===== src/rtl/w7_ram_loader_if.sv =====
// Byte-stream valid/ready channel feeding the layer-7 weight loader.
// The source drives valid/data and holds a byte until ready is seen.
interface w7_ram_loader_if;
  logic       byte_valid;
  logic [7:0] byte_data;
  logic       byte_ready;

  modport master (
    output byte_valid,
    output byte_data,
    input  byte_ready
  );

  modport slave (
    input  byte_valid,
    input  byte_data,
    output byte_ready
  );
endinterface


===== src/rtl/w7_ram_loader.sv =====
// Packs a byte stream into 80-bit words for the layer-7 weight RAM
// and verifies the transfer against a trailing 8-bit checksum byte.
module w7_ram_loader #(
  parameter int DEPTH = 84
) (
  input  logic                   clk,
  input  logic                   rst,
  input  logic                   load_start,
  w7_ram_loader_if.slave         byte_if,
  output logic                   w7_we,
  output logic [6:0]             w7_waddr,
  output logic [79:0]            w7_wdata,
  output logic                   load_busy,
  output logic                   load_done,
  output logic                   load_err
);

  typedef enum logic [2:0] {
    IDLE,
    FILL,
    WRITE,
    CHECK,
    DONE
  } state_t;

  localparam logic [6:0] LAST_ADDR = 7'(DEPTH - 1);

  state_t      state;
  state_t      state_next;
  logic [3:0]  byte_idx;
  logic [6:0]  addr;
  logic [7:0]  sum;
  logic [71:0] pack;
  logic        ready;
  logic        handshake;

  // Ready depends only on the registered state, never on byte_valid.
  assign ready             = (state == FILL) || (state == CHECK);
  assign byte_if.byte_ready = ready;
  assign handshake         = byte_if.byte_valid & ready;

  always_ff @(posedge clk) begin
    if (rst) begin
      state <= IDLE;
    end else begin
      state <= state_next;
    end
  end

  always_comb begin
    state_next = state;
    w7_we      = 1'b0;
    load_done  = 1'b0;
    load_busy  = 1'b1;
    case (state)
      IDLE: begin
        load_busy = 1'b0;
        if (load_start) begin
          state_next = FILL;
        end
      end
      FILL: begin
        if (handshake && (byte_idx == 4'd9)) begin
          state_next = WRITE;
        end
      end
      WRITE: begin
        w7_we      = 1'b1;
        state_next = (addr == LAST_ADDR) ? CHECK : FILL;
      end
      CHECK: begin
        if (handshake) begin
          state_next = DONE;
        end
      end
      DONE: begin
        load_done  = 1'b1;
        state_next = IDLE;
      end
      default: begin
        state_next = IDLE;
      end
    endcase
  end

  // The tenth byte goes straight into the output word, so w7_wdata stays
  // stable from its write cycle until the next word completes.
  always_ff @(posedge clk) begin
    if (rst) begin
      byte_idx <= 4'd0;
      addr     <= 7'd0;
      sum      <= 8'd0;
      pack     <= 72'd0;
      w7_waddr <= 7'd0;
      w7_wdata <= 80'd0;
      load_err <= 1'b0;
    end else begin
      case (state)
        IDLE: begin
          if (load_start) begin
            byte_idx <= 4'd0;
            addr     <= 7'd0;
            sum      <= 8'd0;
            load_err <= 1'b0;
          end
        end
        FILL: begin
          if (handshake) begin
            sum <= sum + byte_if.byte_data;
            if (byte_idx == 4'd9) begin
              w7_wdata <= {byte_if.byte_data, pack};
              w7_waddr <= addr;
            end else begin
              for (int k = 0; k < 9; k++) begin
                if (byte_idx == 4'(k)) begin
                  pack[8*k +: 8] <= byte_if.byte_data;
                end
              end
              byte_idx <= byte_idx + 4'd1;
            end
          end
        end
        WRITE: begin
          byte_idx <= 4'd0;
          if (addr != LAST_ADDR) begin
            addr <= addr + 7'd1;
          end
        end
        CHECK: begin
          if (handshake) begin
            load_err <= (byte_if.byte_data != sum);
          end
        end
        default: begin
        end
      endcase
    end
  end

endmodule

===== src/flat_wrapper.sv =====
// flat-port wrapper written by rule: the top's interface ports become plain ports
module w7_ram_loader_flat 
#(
  parameter int DEPTH = 84
)
  (clk, rst, load_start, w7_we, w7_waddr, w7_wdata, load_busy, load_done, load_err, byte_if_byte_valid, byte_if_byte_data, byte_if_byte_ready);
  w7_ram_loader_if byte_if_i ();
  input  logic clk;
  input  logic rst;
  input  logic load_start;
  output logic w7_we;
  output logic [6:0] w7_waddr;
  output logic [79:0] w7_wdata;
  output logic load_busy;
  output logic load_done;
  output logic load_err;
  input wire logic [$bits(byte_if_i.byte_valid)-1:0] byte_if_byte_valid;
  input wire logic [$bits(byte_if_i.byte_data)-1:0] byte_if_byte_data;
  output wire logic [$bits(byte_if_i.byte_ready)-1:0] byte_if_byte_ready;
  assign byte_if_i.byte_valid = byte_if_byte_valid;
  assign byte_if_i.byte_data = byte_if_byte_data;
  assign byte_if_byte_ready = byte_if_i.byte_ready;
  w7_ram_loader #(.DEPTH(DEPTH)) u_core (.clk(clk), .rst(rst), .load_start(load_start), .byte_if(byte_if_i), .w7_we(w7_we), .w7_waddr(w7_waddr), .w7_wdata(w7_wdata), .load_busy(load_busy), .load_done(load_done), .load_err(load_err));
endmodule

===== config.mk =====
export PLATFORM = sky130hd
export DESIGN_NAME = w7_ram_loader_flat
export DESIGN_NICKNAME = d
export VERILOG_FILES = /design/src/rtl/w7_ram_loader_if.sv /design/src/rtl/w7_ram_loader.sv /design/src/flat_wrapper.sv
export SDC_FILE = /design/constraint.sdc
export NUM_CORES = 1
export LEC_CHECK = 0
export CAP_MARGIN = 20
export CORE_UTILIZATION = 45
export DETAILED_ROUTE_END_ITERATION = 7
export HOLD_SLACK_MARGIN = 0.12
export MAX_ROUTING_LAYER = met4
export PLACE_DENSITY_LB_ADDON = 0.1
export RECOVER_POWER = 25
export REMOVE_ABC_BUFFERS = 1
export SKIP_LAST_GASP = 1
export SLEW_MARGIN = 20
export SYNTH_ARGS = -nofsm -noshare
export SYNTH_HDL_FRONTEND = slang
export SYNTH_SLANG_ARGS = --single-unit

===== constraint.sdc =====
create_clock -name clk -period 2.55 [get_ports clk]
set_input_delay 0.765 -clock clk [delete_from_list [all_inputs] [get_ports clk]]
set_output_delay 0.765 -clock clk [all_outputs]
set_load 0.005 [all_outputs]

==> metrics <==
Critical Path RT 1790 ps; antenna viol nets, final 0; synthesized cell area 7046 µm²; CTS tree yes; crit-path cells or3_1 -> clkdlybuf4s50_1; DP HPWL about 11 mm; first-pass GRT wire length around 27 mm; cell area after layout 8996 µm²; synthesis-to-finish area growth 27.69%; Core ar. about 15000 µm²; syn_area_per_cell 8.070 µm²; top-level port count between 100 and 150; Via-to-Cell Ratio slightly below 5; crit path DAT 1710 ps; Synth area leader dfxtp_1; asr flop ratio synth 0%; Post-synth EDFFs 0; kind of critical path reg2out; final setup violation count 0; final hold violations 0; I/O Buffers approximately 100; CTS root buf clkbuf_16; Total Routed Length 16.62 mm; count of cells resized by post-cts repair 0; Max Slew Vio Count 0; Avg WL per Cell roughly 14 µm; warnings from Yosys 0; antenna violations before repair 0; Tot Pwr between 5000 and 6000 µW; GPL Wtd Cong 0.8356; number of buffers created by CTS 17; Worst slew margin 62.46%; Setup crit start kind flip-flop; layout cells sized above 1 under 10%; sequential element share of the synthesized area about half; P_leak 0.003203 µW; Yosys cell types 51; clk slew on worst S/H paths 60 ps; min setup slack post-route 78.17 ps; grt ovf 0; largest net degree at the start of global routing 92; max cap viols 0; CP Max Fanout 11; initial DRC count 516; Initial Util 46.17%; FF+latch area around 3600 µm²; Area contributors post-synth dfxtp_1 (52%), nand2_1 (16%), a21oi_1 (12%); Most used DFF post-synth dfxtp_1; RSZ-0062 raised after global routing false; status finished clean; highest-delay cell along the critical path clkdlybuf4s50_1; slowest cell delay on critical path 460 ps; Cells after Synth 873; via count 5945; Chip Width 127.1 µm; fillers between 1000 and 1500; period utilization 96.93%; die height 127.1 µm; critical path capture point type output port; largest vdd supply drop 0.4434 mV; DRT Pass-1 Iters 4; Tmin final 2472 ps; post-synth top area share 51.71%; DRC errors left 0; power per cell area 632.2 nW/µm²; Clock Path Buffers 2; fmax 404.6 MHz; worst skew pair latency 430 ps; diode count 0; Rows 45; Post-CTS Setup Inserts 0; Clock Skews 6.136 ps; die area between 15000 and 20000 µm²; register bit total from synthesis about 180; most frequent cell after synthesis nand2_1; clk sinks 182; Worst Tran Pin Value 558.0 ps; Hold Buf Count CTS 0; H-tree depth 4; leading cell types by count after synthesis nand2_1 (292), dfxtp_1 (182), a21oi_1 (163); Area after DPL 8453 µm²; combined area of the multi-input logic cells 3074 µm²; vias in the first global route 5575; Tightest Hold Check Type reg2reg; dpl ws -222.5 ps; Nets between 900 and 1000; Total GRT Usage 22.21%
-- metal layers --
| metal | wire length, µm | vias up | part of all wire (%) | track usage, % |
|---|---|---|---|---|
| met4 | 214 | 0 | 1.3 | 7.493 |
| met5 | 0 | - | 0 | - |
| met1 | 7862 | 2717 | 47 | 27.99 |
| met3 | 661 | 16 | 4.0 | 4.020 |
| li1 | - | 3099 | - | - |
| met2 | 7880 | 113 | 47 | 36.01 |
-- critical path, delay by kind of cell, from the launching register on --
family | cells | cell delay [ps]
buf+inv | 1 | 460
simple gates | 1 | 420
flops | 1 | 400
-- cell usage in the layout (no fill, tap or decap), types with 2 or more instances in the layout --
master           count
buf_4               28
ha_1                12
buf_12               9
inv_1                4
a22oi_1              2
clkdlybuf4s50_1     50
nand4_1              4
or2_2                2
and4b_1              2
clkinvlp_4           2
nand3_1             39
nand4b_1             2
bufinv_16            2
clkbuf_16           17
nor3_1               6
nor2_1              27
and2_1               5
o21ai_0              7
dfxtp_1            181
nand3b_1             3
nand2_1            292
nor4b_1              2
clkinv_2             3
or3_1                4
a21o_1               3
xor2_1               8
dlygate4sd3_1       52
clkbuf_1             8
clkbuf_8             2
nor4_1               2
a211oi_1             4
mux2i_1              8
o21bai_1             2
a21oi_1            163
-- sequential cells by signal (all words and copies together), names as in the netlist --
name and count:
u_core.load_err 1, u_core.state 3, u_core.w7_wdata 80, u_core.byte_idx 4, u_core.addr 7, u_core.pack 72
u_core.w7_waddr 7, u_core.sum 8
-- kinds of logic after synthesis --
family | share of synthesized area (%)
and+or+nand+nor | 24.60
AOI/OAI and AO/OA | 14.40
DFF | 51.71
buffers and inverters | 4.457
adders and majority gates | 2.415
xor gates and xnor gates | 1.119
muxes | 1.296
-- metrics by stage --
step                      hold WS, ps  utilization, %  setup TNS, ps  cells
after floorplan                 425.1               -         -63180    809
after global placement          438.5           55.40         -560.3   1163
after detailed placement        443.6           55.40         -761.9   1163
after CTS                       453.2           59.14              0   1195
after global routing            463.4           58.96              0   1195
final                           448.7           58.96              0   1195
-- area by class of cell --
cell class                 count  share of cell area, %
clock inverter                 8                  1.099
sequential                   182                  40.51
tap                          211                  2.935
multi-input combinational    623                  34.17
clock buffer                  24                  5.243
timing repair buffer         143                  15.87
inverter                       4                 0.1669
-- path summary, 6_finish.rpt --
check                                                 startpoint                                to  slack, ps  depth (start not counted)
worst max register to register      u_core.state[1]$_SDFFE_PP0P_      u_core.pack[64]$_SDFFE_PP0P_        360                          7
worst min-delay path            u_core.w7_wdata[76]$_SDFFE_PP0P_  u_core.w7_wdata[76]$_SDFFE_PP0P_        450                          2
worst max-delay path                u_core.state[2]$_SDFFE_PP0P_                         load_busy         80                          2
worst min register to register  u_core.w7_wdata[76]$_SDFFE_PP0P_  u_core.w7_wdata[76]$_SDFFE_PP0P_        450                          2
-- where the power goes --
group	internal (µW)	total (µW)	switching [µW]	leakage [µW]
Clock	1490	2550	1060	0.000274
Combinational	97.4	266	168	0.00146
Sequential	2860	2870	11.0	0.00147
Total	4440	5690	1240	0.00320
Note: power is estimated with default switching activity, not from simulation.
